[src/rtl/vp_key_event_tx.sv]
// Purpose : merge PS/2 key events and joystick numpad edges into a queued stream of ASCII press/release events for vp_keymap.
// Latency : PS/2 toggle at edge k -> tx_valid_o in the cycle after edge k+1; joystick edges add one cycle (pending mask).
// Backpr. : none upstream; an 8-entry FIFO absorbs bursts, events are dropped (sticky overflow_o) when it is full.
//
// Ports:
//   clk_sys, reset       system clock, asynchronous active-high reset
//   ps2_key[10:0]        [10] toggles per event, [9] pressed, [8] extended (unused), [7:0] set-2 scan code
//   joy_numpad[9:0]      held numpad buttons, bit0..8 = "1".."9", bit9 = "0"
//   tx_valid_o           one-cycle strobe per emitted event
//   tx_ascii_o           event character, held until the next strobe
//   tx_released_o        1 = release event, same timing as tx_ascii_o
//   overflow_o           sticky, set when an event is lost to a full FIFO
//   busy_o               FIFO non-empty or emitter not idle
module vp_key_event_tx #(
    parameter int          FIFO_AW    = 3,
    parameter logic [15:0] GAP_CYCLES = 16'd2000
) (
    input  logic        clk_sys,
    input  logic        reset,
    input  logic [10:0] ps2_key,
    input  logic [9:0]  joy_numpad,
    output logic        tx_valid_o,
    output logic [7:0]  tx_ascii_o,
    output logic        tx_released_o,
    output logic        overflow_o,
    output logic        busy_o
);

    localparam int                 DEPTH    = 1 << FIFO_AW;
    localparam logic [FIFO_AW:0]   FULL_CNT = (FIFO_AW + 1)'(DEPTH);

    typedef enum logic [1:0] {
        ST_IDLE = 2'd0,
        ST_SEND = 2'd1,
        ST_GAP  = 2'd2
    } state_t;

    // Capture state
    logic               armed;
    logic               ps2_tog_q;
    logic [9:0]         joy_q;
    logic [9:0]         pend_q;
    logic [9:0]         pend_d;

    // Decode / arbitration
    logic               ps2_hit;
    logic [7:0]         ps2_ascii;
    logic               ps2_req;
    logic [9:0]         joy_tog;
    logic [3:0]         joy_idx;
    logic [7:0]         joy_ascii;
    logic               joy_req;
    logic [9:0]         joy_clr;
    logic               wr_req;
    logic [8:0]         wr_dat;
    logic               wr_en;

    // FIFO
    logic [8:0]         fifo_mem [DEPTH];
    logic [FIFO_AW-1:0] wr_ptr;
    logic [FIFO_AW-1:0] rd_ptr;
    logic [FIFO_AW:0]   count;
    logic               full;
    logic               pop;
    logic [8:0]         rd_dat;

    // Emitter
    state_t             state_q;
    state_t             state_d;
    logic [15:0]        gap_cnt;

    // Extended-key flag does not change the character produced.
    logic               unused_ext;
    assign unused_ext = ps2_key[8];

    // Set-2 scan code to ASCII.
    always_comb begin
        ps2_hit   = 1'b1;
        ps2_ascii = 8'h00;
        case (ps2_key[7:0])
            8'h16: ps2_ascii = "1";
            8'h1E: ps2_ascii = "2";
            8'h26: ps2_ascii = "3";
            8'h25: ps2_ascii = "4";
            8'h2E: ps2_ascii = "5";
            8'h36: ps2_ascii = "6";
            8'h3D: ps2_ascii = "7";
            8'h3E: ps2_ascii = "8";
            8'h46: ps2_ascii = "9";
            8'h45: ps2_ascii = "0";
            8'h1C: ps2_ascii = "a";
            8'h32: ps2_ascii = "b";
            8'h21: ps2_ascii = "c";
            8'h23: ps2_ascii = "d";
            8'h24: ps2_ascii = "e";
            8'h2B: ps2_ascii = "f";
            8'h34: ps2_ascii = "g";
            8'h33: ps2_ascii = "h";
            8'h43: ps2_ascii = "i";
            8'h3B: ps2_ascii = "j";
            8'h42: ps2_ascii = "k";
            8'h4B: ps2_ascii = "l";
            8'h3A: ps2_ascii = "m";
            8'h31: ps2_ascii = "n";
            8'h44: ps2_ascii = "o";
            8'h4D: ps2_ascii = "p";
            8'h15: ps2_ascii = "q";
            8'h2D: ps2_ascii = "r";
            8'h1B: ps2_ascii = "s";
            8'h2C: ps2_ascii = "t";
            8'h3C: ps2_ascii = "u";
            8'h2A: ps2_ascii = "v";
            8'h1D: ps2_ascii = "w";
            8'h22: ps2_ascii = "x";
            8'h35: ps2_ascii = "y";
            8'h1A: ps2_ascii = "z";
            8'h29: ps2_ascii = " ";
            8'h79: ps2_ascii = "+";
            8'h7B: ps2_ascii = "-";
            8'h7C: ps2_ascii = "*";
            8'h4A: ps2_ascii = "/";
            8'h55: ps2_ascii = "=";
            8'h1F: ps2_ascii = 8'h11;
            8'h27: ps2_ascii = 8'h12;
            8'h5A: ps2_ascii = 8'd10;
            8'h66: ps2_ascii = 8'd8;
            default: ps2_hit = 1'b0;
        endcase
    end

    // Write arbitration: PS/2 wins, otherwise the lowest pending joystick
    // button is serviced. The released flag comes from the live button state,
    // so a button that bounced while pending reports only its final state.
    always_comb begin
        ps2_req = armed && (ps2_key[10] != ps2_tog_q) && ps2_hit;
        joy_tog = armed ? (joy_numpad ^ joy_q) : 10'd0;

        joy_idx = 4'd0;
        for (int i = 9; i >= 0; i--) begin
            if (pend_q[i]) joy_idx = 4'(i);
        end
        joy_ascii = (joy_idx == 4'd9) ? 8'h30 : (8'h31 + {4'h0, joy_idx});
        joy_req   = !ps2_req && (pend_q != 10'd0);
        joy_clr   = joy_req ? (10'd1 << joy_idx) : 10'd0;

        // The serviced bit is cleared even if it toggles again this cycle:
        // the entry just written already carries the newest state.
        pend_d = (pend_q | joy_tog) & ~joy_clr;

        wr_req = ps2_req || joy_req;
        wr_dat = ps2_req ? {~ps2_key[9], ps2_ascii}
                         : {~joy_numpad[joy_idx], joy_ascii};
        full   = (count == FULL_CNT);
        wr_en  = wr_req && !full;
        pop    = (state_q == ST_IDLE) && (count != '0);
        rd_dat = fifo_mem[rd_ptr];
    end

    // First clock out of reset only records the baseline so keys held
    // through reset do not produce a press.
    always_ff @(posedge clk_sys or posedge reset) begin
        if (reset) begin
            armed     <= 1'b0;
            ps2_tog_q <= 1'b0;
            joy_q     <= 10'd0;
            pend_q    <= 10'd0;
        end else if (!armed) begin
            armed     <= 1'b1;
            ps2_tog_q <= ps2_key[10];
            joy_q     <= joy_numpad;
        end else begin
            ps2_tog_q <= ps2_key[10];
            joy_q     <= joy_numpad;
            pend_q    <= pend_d;
        end
    end

    always_ff @(posedge clk_sys) begin
        if (wr_en) fifo_mem[wr_ptr] <= wr_dat;
    end

    always_ff @(posedge clk_sys or posedge reset) begin
        if (reset) begin
            wr_ptr     <= '0;
            rd_ptr     <= '0;
            count      <= '0;
            overflow_o <= 1'b0;
        end else begin
            if (wr_en) wr_ptr <= wr_ptr + 1'b1;
            if (pop)   rd_ptr <= rd_ptr + 1'b1;
            case ({wr_en, pop})
                2'b10:   count <= count + 1'b1;
                2'b01:   count <= count - 1'b1;
                default: count <= count;
            endcase
            if (wr_req && full) overflow_o <= 1'b1;
        end
    end

    // Emitter FSM: state register
    always_ff @(posedge clk_sys or posedge reset) begin
        if (reset) state_q <= ST_IDLE;
        else       state_q <= state_d;
    end

    // Emitter FSM: next state
    always_comb begin
        state_d = state_q;
        case (state_q)
            ST_IDLE: if (count != '0) state_d = ST_SEND;
            ST_SEND: state_d = ST_GAP;
            ST_GAP:  if (gap_cnt == 16'd0) state_d = ST_IDLE;
            default: state_d = ST_IDLE;
        endcase
    end

    // Emitter FSM: outputs
    always_comb begin
        tx_valid_o = (state_q == ST_SEND);
        busy_o     = (count != '0) || (state_q != ST_IDLE);
    end

    // Character registers and gap counter
    always_ff @(posedge clk_sys or posedge reset) begin
        if (reset) begin
            tx_ascii_o    <= 8'h00;
            tx_released_o <= 1'b0;
            gap_cnt       <= 16'd0;
        end else begin
            if (pop) {tx_released_o, tx_ascii_o} <= rd_dat;
            if (state_q == ST_SEND)
                gap_cnt <= GAP_CYCLES - 16'd1;
            else if (state_q == ST_GAP && gap_cnt != 16'd0)
                gap_cnt <= gap_cnt - 16'd1;
        end
    end

endmodule

[config.mk]
export PLATFORM = sky130hd
export DESIGN_NAME = vp_key_event_tx
export DESIGN_NICKNAME = d
export VERILOG_FILES = /design/src/rtl/vp_key_event_tx.sv
export SDC_FILE = /design/constraint.sdc
export NUM_CORES = 1
export LEC_CHECK = 0
export CAP_MARGIN = 20
export CORE_ASPECT_RATIO = 1.25
export CORE_MARGIN = 10
export CORE_UTILIZATION = 55
export CTS_CLUSTER_SIZE = 12
export DETAILED_ROUTE_END_ITERATION = 16
export GPL_TIMING_DRIVEN = 0
export PLACE_DENSITY = 0.71
export SKIP_LAST_GASP = 1
export SYNTH_ARGS = -nofsm -noshare
export SYNTH_HDL_FRONTEND = slang
export SYNTH_SLANG_ARGS = --single-unit
[constraint.sdc]
create_clock -name clk_sys -period 3.15 [get_ports clk_sys]
set_clock_uncertainty 0.15 [all_clocks]
set_input_delay 0.315 -clock clk_sys [delete_from_list [all_inputs] [get_ports clk_sys]]
set_output_delay 0.315 -clock clk_sys [all_outputs]
set_load 0.01 [all_outputs]
# Word level (Yosys, flattened, before mapping)
# Memories as Yosys holds them, arrays and structs flattened. A register that Yosys moved wholly into a read port is not among the register bits.
# Cells that the tools add are included.
word_totals:
  ram_bits: 72
  latchBits: 0
  register_bits: 51
  memories: 1
  romBits: 0
  output_inout_bits: 12
  word_cells: 127
classes:
  magnitude_cmp: 1
  n_addsub: 6
  multipliers: 0
  reduce_logical: 21
  bitwise_logic: 6
  shift: 1
  n_eq_ne: 55
  mux: 26
  div_mod_pow: 0
mem_list:
  columns: ["name", "depth", "word_bits", "read_ports", "rd_clocked_by_memory_dff", "wr", "line", "text"]
  rows:
  - ["fifo_mem", 8, 9, 1, 1, 1, "59", "logic [8:0] fifo_mem [DEPTH];"]
ops:
  columns: ["cell", "count"]
  rows:
  - ["$pmux W7 S46", 1]
  - ["$eq A8 B6 Y1 const B", 24]
  - ["$eq A8 B7 Y1 const B", 14]
  - ["$eq A8 B5 Y1 const B", 8]
  - ["$reduce_or A46 Y1", 1]
  - ["$mux W4", 10]
  - ["$mux W16", 2]
  - ["$mux W10", 2]
  - ["$logic_not A16 Y1", 1]
  - ["$reduce_bool A16 Y1", 1]
  - ["$sub A16 B1 Y16 const B", 1]
  - ["$and A10 B10 Y10", 1]
  - ["$not A10 Y10", 1]
  - ["$or A10 B10 Y10", 1]
  - ["$reduce_bool A10 Y1", 1]
  - ["$shl A1 B4 Y10 const A", 1]
  - ["$xor A10 B10 Y10", 1]
  - ["$mux W9", 1]
  - ["$eq A4 B4 Y1 const B", 2]
  - ["$pmux W4 S2", 1]
  - ["$add A6 B4 Y7 const A", 1]
  - ["$logic_and A1 B1 Y1", 7]
  - ["$mux W7", 1]
  - ["$add A3 B1 Y3 const B", 2]
  - ["other kinds (19)", 30]

# Logic depth before layout (Yosys ltp)
# Gate-level depths: netlist of run 1.
logic_depth:
  word_depth: 14
  mapped_depth: 17
  depth_no_buf: 13

# Worst setup path after synthesis of run 1
# No wires, ideal clock.
synth_path:
  kind: "input -> register"
  from: "in ps2_key[7]"
  to: "mem fifo_mem[0][0], enable pin"
  setup_time_ps: 395
  slack_ps: -177
  t_arrival_ps: 2782
  n_path_buf: 3
  t_required_ps: 2605
  cell_stages: 10
  path_cell_list: "buf_6 or4b_1 buf_2 a211oi_2 a31oi_1 and3_1 nand4_1 nand3_1 buf_2 nor4_1"
synth_via:
  elab_chain_len: 10
  word_cells_on_any_way: 55
synth_rtl:
  columns: ["element", "line", "text"]
  rows:
  - ["start, declared", "20", "input logic [10:0] ps2_key,"]
  - ["$eq A8 B7 Y1, or another cell as far along", "80", "case (ps2_key[7:0])"]
  - ["$reduce_or A46 Y1 (no line) *", null, null]
  - ["$mux W1 *", "80", null]
  - ["$logic_and A1 B1 Y1 *", "135", "ps2_req = armed && (ps2_key[10] != ps2_tog_q) && ps2_hit;"]
  - ["$logic_not A1 Y1", "143", "joy_req = !ps2_req && (pend_q != 10'd0);"]
  - ["$logic_and A1 B1 Y1", "143", null]
  - ["$logic_or A1 B1 Y1 *", "150", "wr_req = ps2_req || joy_req;"]
  - ["$logic_and A1 B1 Y1 *", "154", "wr_en = wr_req && !full;"]
  - ["$mux W1 *", "179", "if (wr_en) fifo_mem[wr_ptr] <= wr_dat;"]
  - ["$mux W1 (implied by the code) *", "179", null]
  - ["end, declared", "59", null]
# Every way passes the cells marked *; elsewhere a longest branch is shown, timed or not.

# Worst setup path in the final report of run 1
layout_path:
  from: "in ps2_key[7]"
  to: "mem fifo_mem[0][6], enable pin"
# Same word-level chain as after synthesis.

==> results.md, run 1 <==
* Outcome: finished clean
* CTS buffer count at 17
* First-pass GRT wire length at 29300 um
* Worst skew pair latency at 0.41 ns
* Post-synth top cells: 64 x edfxtp_1, 59 x dfrtp_1, 53 x nand2_1, 43 x nor2_1, 28 x a21oi_1
* Post-DP Area at 7320 um^2
* DP HPWL at 12500 um
* Register area share after synthesis at 50.5%
* Crit path largest cell delay at 0.74 ns
* Critical-path cell list: clkdlybuf4s15_1, buf_6, or4b_4, buf_6, or3_1, o21ai_2, a2111oi_4, nand4_1, nand3_2, buf_8, nor4_2
* Crit path max-delay family: simple AND/OR/NAND/NOR gates
* Vias at 5439
* Peak supply drop at 459 uV
* WL per Instance at 20.8 um
* CP startpoint: ps2_key[7]
* Worst setup EP type: flop
* DR iter-0 viols at 540
* Tot Pwr at 0.00649 W
* DRT Wirelength at 18100 um
* Row cnt at 45
* Hold Violations, Final at 0
* Top FF cell, synth: edfxtp_1
* Combinational share of power at 35.0%
* WP depth at 11
* Syn Area/Cell at 10.9 um^2
* Chip height at 144 um
* Post-synth EDFFs at 64
* Fmax at 320 MHz
* Synth top area cells: edfxtp_1 29%, dfrtp_1 22%, mux4_2 5.4%, nand2_1 3.0%, nor2_1 2.4%
* GRT Total Usage at 21.7%
* GRT busiest layer: met2
* Largest net degree at the start of global routing at 34
* Worst setup SP type: primary input
* MaxCap Viol Count at 0
* Yosys top cell area share at 28.5%
* Max-slew violation count at 0
* Most frequent cell after synthesis: edfxtp_1
* Power Internal at 0.00433 W
* Layout cells sized above 1 at 23.2%
* RSZ-0062 raised after global routing: yes
* Netlist cell types at 83
* Core area at 12000 um^2
* Hold-fix buffers, CTS at 0
* Final setup viols at 0
* Area grow syn2layout at 25.9%
* Fin nets at 724
* Sw Share at 33.2%
* Chip width at 119 um
* Sequential share of power at 38.0%
* Period utilization at 99.2%
* Critical path class: primary input to flop
* Asr flop ratio synth at 48.0%
* Area leader, netlist: edfxtp_1
* Clock-pin slew on the worst setup and hold paths at 0.05 ns
* DRC violations left at 0
* Synth Warn # at 0
* Root buffer cell: clkbuf_16
* Syn Std Cell Area at 6730 um^2
* Number of global-route vias before repair at 5517
* RD Place Congestion at 1.00
* CTS tree: yes
* CTS H-tree depth at 4
* LEAKAGE at 3.12 nW
* Crit-path most repeated cell: buf_6
* Initial antenna violation count at 0
* IO Port Bufs at 31
* Worst Setup EP: fifo_mem[0][6]
* Vias per inst at 6.25
* #FFs+latches synth at 123
* Overflow after GRT at 0
* Final min period at 3.12 ns
* Syn Inst Count at 615
* Synth Net Count at 646
* Pwr Density at 766 nW/um^2
* Critical Path RT at 3.02 ns
* Tightest Hold Check Type: primary input to async pin
* Slew Limit Headroom at 33.4%
* CP Max Fanout at 8
* Die ar. at 17100 um^2
* Reg-to-Reg End: count[2]
* Pre-Repair DR Iteration Count at 6
* R2R Path Start: pend_q[7]
* Hold Slack at 0.146 ns
* Met3 Resource Use GR at 4.79%
* Worst slew pin tran at 0.990 ns
* Fin util at 70.4%
* Reg2reg setup slack at 0.04 ns
* Arrival time at the worst endpoint at 2.99 ns
* Reg2reg path depth at 14
* WP buf/inv at 4
* Antenna cells at 0
* I/O pin total at 35
* Met2 usage at 36.8%
* Setup_tns at 0 ns
* Met1 Use GR at 25.5%
* Clock sink count at 123
* Initial Util at 55.9%
* NetSw at 0.00216 W
* CP max-delay cell: nor4_2
* Final ANT Viol Nets at 0
* CTS max path bufs at 2
* Clock power frac at 26.9%
* Final instance area at 8480 um^2
## timing repair
action | CTS | global route
resized for setup | 77 | 43
endpoints found under the setup margin | 132 | 123
pin swaps | 13 | 17
cloned | 1 | 0
hold endpoints to repair | 0 | 0
buffers inserted | 12 | 10
## power groups by stage
stage	logic [W]	clock network, W	registers, W
after detailed placement	0.00202	0	0.00248
final	0.00227	0.00175	0.00247
after floorplan	0.00139	0	0.00244
after global routing	0.00250	0.00185	0.00251
after CTS	0.00215	0.00177	0.00246
after global placement	0.00191	0	0.00245
## state kept, by name, indices dropped and copies added (netlist names)
name / count
ps2_tog_q: 1
rd_ptr: 3
count: 4
state_q: 2
overflow_o: 1
joy_q: 10
pend_q: 10
tx_ascii_o: 7
gap_cnt: 16
armed: 1
wr_ptr: 3
fifo_mem: 64
tx_released_o: 1
## how the worst min path moves through the flow
stage	slack, ns	depth (start not counted)	end
floorplan	0.20	0	joy_q[0]
global placement	0.31	2	tx_ascii_o[0]
global route	0.21	2	gap_cnt[15]
detailed placement	0.32	2	tx_ascii_o[1]
CTS	0.15	2	count[0]
finish	0.15	2	gap_cnt[11]
## cells in the final DEF, fill, tap and decap left out, types with 7 or more instances in the layout
| master | Yosys | final |
|---|---|---|
| nor4_1 | 12 | 7 |
| dfrtp_1 | 59 | 57 |
| nand2_1 | 53 | 52 |
| mux2i_1 | 15 | 10 |
| inv_1 | 15 | 14 |
| mux4_2 | 16 | 16 |
| nand3_1 | 10 | 8 |
| xnor2_1 | 9 | 9 |
| a31oi_1 | 14 | 13 |
| buf_6 | 2 | 8 |
| nand2b_1 | 15 | 14 |
| buf_4 | 2 | 29 |
| clkdlybuf4s50_1 | 0 | 24 |
| clkbuf_1 | 20 | 20 |
| nor2_1 | 43 | 42 |
| nand4_1 | 8 | 8 |
| nor3_1 | 26 | 20 |
| edfxtp_1 | 64 | 64 |
| clkbuf_16 | 0 | 17 |
| xor2_1 | 18 | 17 |
| a21oi_1 | 28 | 26 |
| o21ai_0 | 25 | 25 |
| and3_1 | 7 | 7 |
| and2_1 | 8 | 8 |
## metal layers
layer | wire, um | share of wire [%] | up-vias
met5 | 0 | 0 | -
met4 | 677 | 3.7 | 0
met3 | 983 | 5.4 | 67
met2 | 9150 | 50 | 245
met1 | 7320 | 40 | 2661
li1 | - | - | 2466
## logic make-up after synthesis
logic type               Yosys count  synth area share (%)
XOR/XNOR                          27                  3.51
flip-flops                       123                  50.5
AO/OA/AOI/OAI                    128                  13.2
adder cells (fa/ha/maj)            8                  1.49
AND/OR/NAND/NOR                  235                  19.4
other                              2                 0.112
buffers and inverters             59                  3.86
multiplexers                      33                  7.92
## cell type report
cell class              count  area, um^2
flip-flops and latches    123        3400
inverters                  15        56.3
clock buffers              23         458
well taps                 164         205
clock inverters             9        76.3
multi-input cells         433        3450
plain buffers              44         285
fillers                   869        3570
repair buffers             59         541
## metrics by stage
stage | std cells | setup WS, ns
after floorplan | 615 | -0.145
after global placement | 810 | -1.58
after detailed placement | 815 | -1.35
after CTS | 860 | 0.00352
after global routing | 870 | -0.164
final | 870 | 0.0252
(Power assumes the default switching activity.)
==> run 2: changes to the inputs <==
Settings changed: CORE_UTILIZATION 55 to 30, PLACE_DENSITY 0.71 to 0.43.
==> results.md, run 2 (synthesis results as in run 1) <==
* Fin worst setup slack at 0.0531 ns
* Worst slack, placed at -1.23 ns
* Arrival time at the worst endpoint at 3.07 ns
* Final-layout fill cell count at 2172
* Sw Share at 32.7%
* Crit path largest cell delay at 0.59 ns
* Final setup viols at 0
* Final min period at 3.10 ns
* IO Port Bufs at 31
* Setup_tns at 0 ns
* Chip width at 154 um
* Critical path class: primary input to flop
* Combinational share of power at 34.3%
* Commonest cells after routing, fill and taps aside: 64 x edfxtp_1, 58 x dfrtp_1, 51 x nand2_1
* Sequential share of power at 37.0%
* Antenna cells at 0
* Hold Violations, Final at 0
* Most common cell after layout, fill and taps aside: edfxtp_1
* Met3 WL at 691 um
* Largest net degree at the start of global routing at 41
* Outcome: finished clean
* Core area at 22200 um^2
* Crit-path most repeated cell: buf_12
* Pwr Density at 768 nW/um^2
* Worst skew pair latency at 0.42 ns
* First-pass GRT wire length at 30300 um
* NetSw at 0.00217 W
* Hold Slack at 0.0785 ns
* Overflow after GRT at 0
* Number of global-route vias before repair at 5525
* CP max-delay cell: or4b_4
* Pre-Repair DR Iteration Count at 5
* Met2 Routed Length at 9980 um
* Tot Pwr at 0.00662 W
* Vias per inst at 5.40
* LEAKAGE at 3.15 nW
* CTS H-tree depth at 4
* DRT Wirelength at 19100 um
* Die ar. at 28900 um^2
* Max reg flops at 64
* Largest Register: fifo_mem
* Initial antenna violation count at 0
* Fin nets at 724
* Initial Util at 30.3%
* CTS buffer count at 17
* Critical Path RT at 3.12 ns
* Area grow syn2layout at 28.0%
* Chip height at 188 um
* WL per Instance at 19.3 um
* Critical-path cell list: clkbuf_2, buf_6, or4b_4, or3_4, o21ai_4, a2111oi_4, nand4_1, buf_4, nand3_4, buf_12, buf_12, nor3_2, buf_2
* I/O pin total at 35
* CTS tree: yes
* Row cnt at 61
* Peak supply drop at 441 uV
* Clock sink count at 123
* CTS max path bufs at 2
* Tightest Hold Check Type: primary input to async pin
* RD Place Congestion at 0.933
* Largest regs: fifo_mem x64, gap_cnt x16
* Vias at 5336
* Fmax at 323 MHz
* Worst slew pin tran at 0.873 ns
* MaxCap Viol Count at 0
* DRC violations left at 0
* Hold-fix buffers, CTS at 0
* Root buffer cell: clkbuf_16
* DP HPWL at 13700 um
* GRT Total Usage at 13.0%
* Worst setup EP type: flop
* Slew Limit Headroom at 41.8%
* Max-slew violation count at 0
* Clock-pin slew on the worst setup and hold paths at 0.05 ns
* Inst Count DP at 937
* Fin cells at 989
* RSZ-0062 raised after global routing: yes
* Power Internal at 0.00446 W
* Period utilization at 98.3%
* DR iter-0 viols at 459
* Final ANT Viol Nets at 0
* CP Max Fanout at 6
* Layout cells sized above 1 at 24.5%
* Top layer in use: met4
* Worst setup SP type: primary input
* Clock power frac at 28.8%
* M1 WL at 7790 um
run 2: cell count changes in the layout (fill, tap and decap cells not counted), moves of 3 or more:
cell        change
clkinvlp_4      -3
mux2i_4         -4
clkbuf_2        +8
nor3_2          +5
clkbuf_1        -4
buf_6           -3
mux2i_2         +4
nor3_4          -4
buf_2           +4
run 2: final cells by class:
type	count	area (um^2)	area share (%)
Buffer	43	284	3.30
Clock buffer	24	482	5.59
Clock inverter	8	91.3	1.06
Inverter	15	56.3	0.653
Multi-Input combinational cell	433	3420	39.7
Sequential cell	123	3400	39.4
Tap cell	283	354	4.11
Timing Repair Buffer	60	528	6.13
run 2: layer usage:
metal | global-route usage (%) | vias to the layer above
met2 | 22.5 | 163
met1 | 14.9 | 2652
li1 | - | 2475
met4 | 6.33 | 0
met5 | 0 | -
met3 | 2.84 | 46
run 2: critical path: cells and delay by family:
kind            cells  cell delay [ns]
simple gates        5             1.65
buf+inv             6             0.91
compound gates      2             0.18
run 2: power by group through the flow:
| stage | sequential (W) | combinational, W | clock [W] |
|---|---|---|---|
| finish | 0.00245 | 0.00227 | 0.00190 |
| global route | 0.00250 | 0.00251 | 0.00202 |
| CTS | 0.00245 | 0.00226 | 0.00195 |
| detailed placement | 0.00248 | 0.00210 | 0 |
| global placement | 0.00245 | 0.00203 | 0 |
| floorplan | 0.00244 | 0.00139 | 0 |
run 2: metrics by stage:
step | instance area, um^2 | util [%]
floorplan | 6750 | -
global placement | 7420 | 33.4
detailed placement | 7490 | 33.7
CTS | 8430 | 38.0
global route | 8620 | 38.8
finish | 8620 | 38.8
run 2: path summary, 6_finish.rpt:
path | startpoint | end | slack (ns) | depth (start not counted)
setup reg to reg | pend_q[4] | count[2] | 0.17 | 15
hold / removal | reset | joy_q[5] | 0.08 | 2
setup / recovery | ps2_key[6] | fifo_mem[4][2] | 0.05 | 13
max in group asynchronous | reset | pend_q[5] | 2.19 | 3
hold reg to reg | tx_ascii_o[2] | tx_ascii_o[2] | 0.33 | 2
min in group clk_sys | ps2_key[10] | ps2_tog_q | 0.24 | 1
run 2: timing repair:
action / CTS / global route
pin swaps: 10 / 11
gates cloned: 2 / 0
setup endpoints to repair: 130 / 110
resized for setup: 62 / 64
setup buffers: 11 / 8
==> run 3: changes to the inputs <==
Settings changed: CTS_CLUSTER_SIZE 12 to not set.
==> results of run 3 <==
No change in the layout: final DEF, timing and power equal those of run 2.
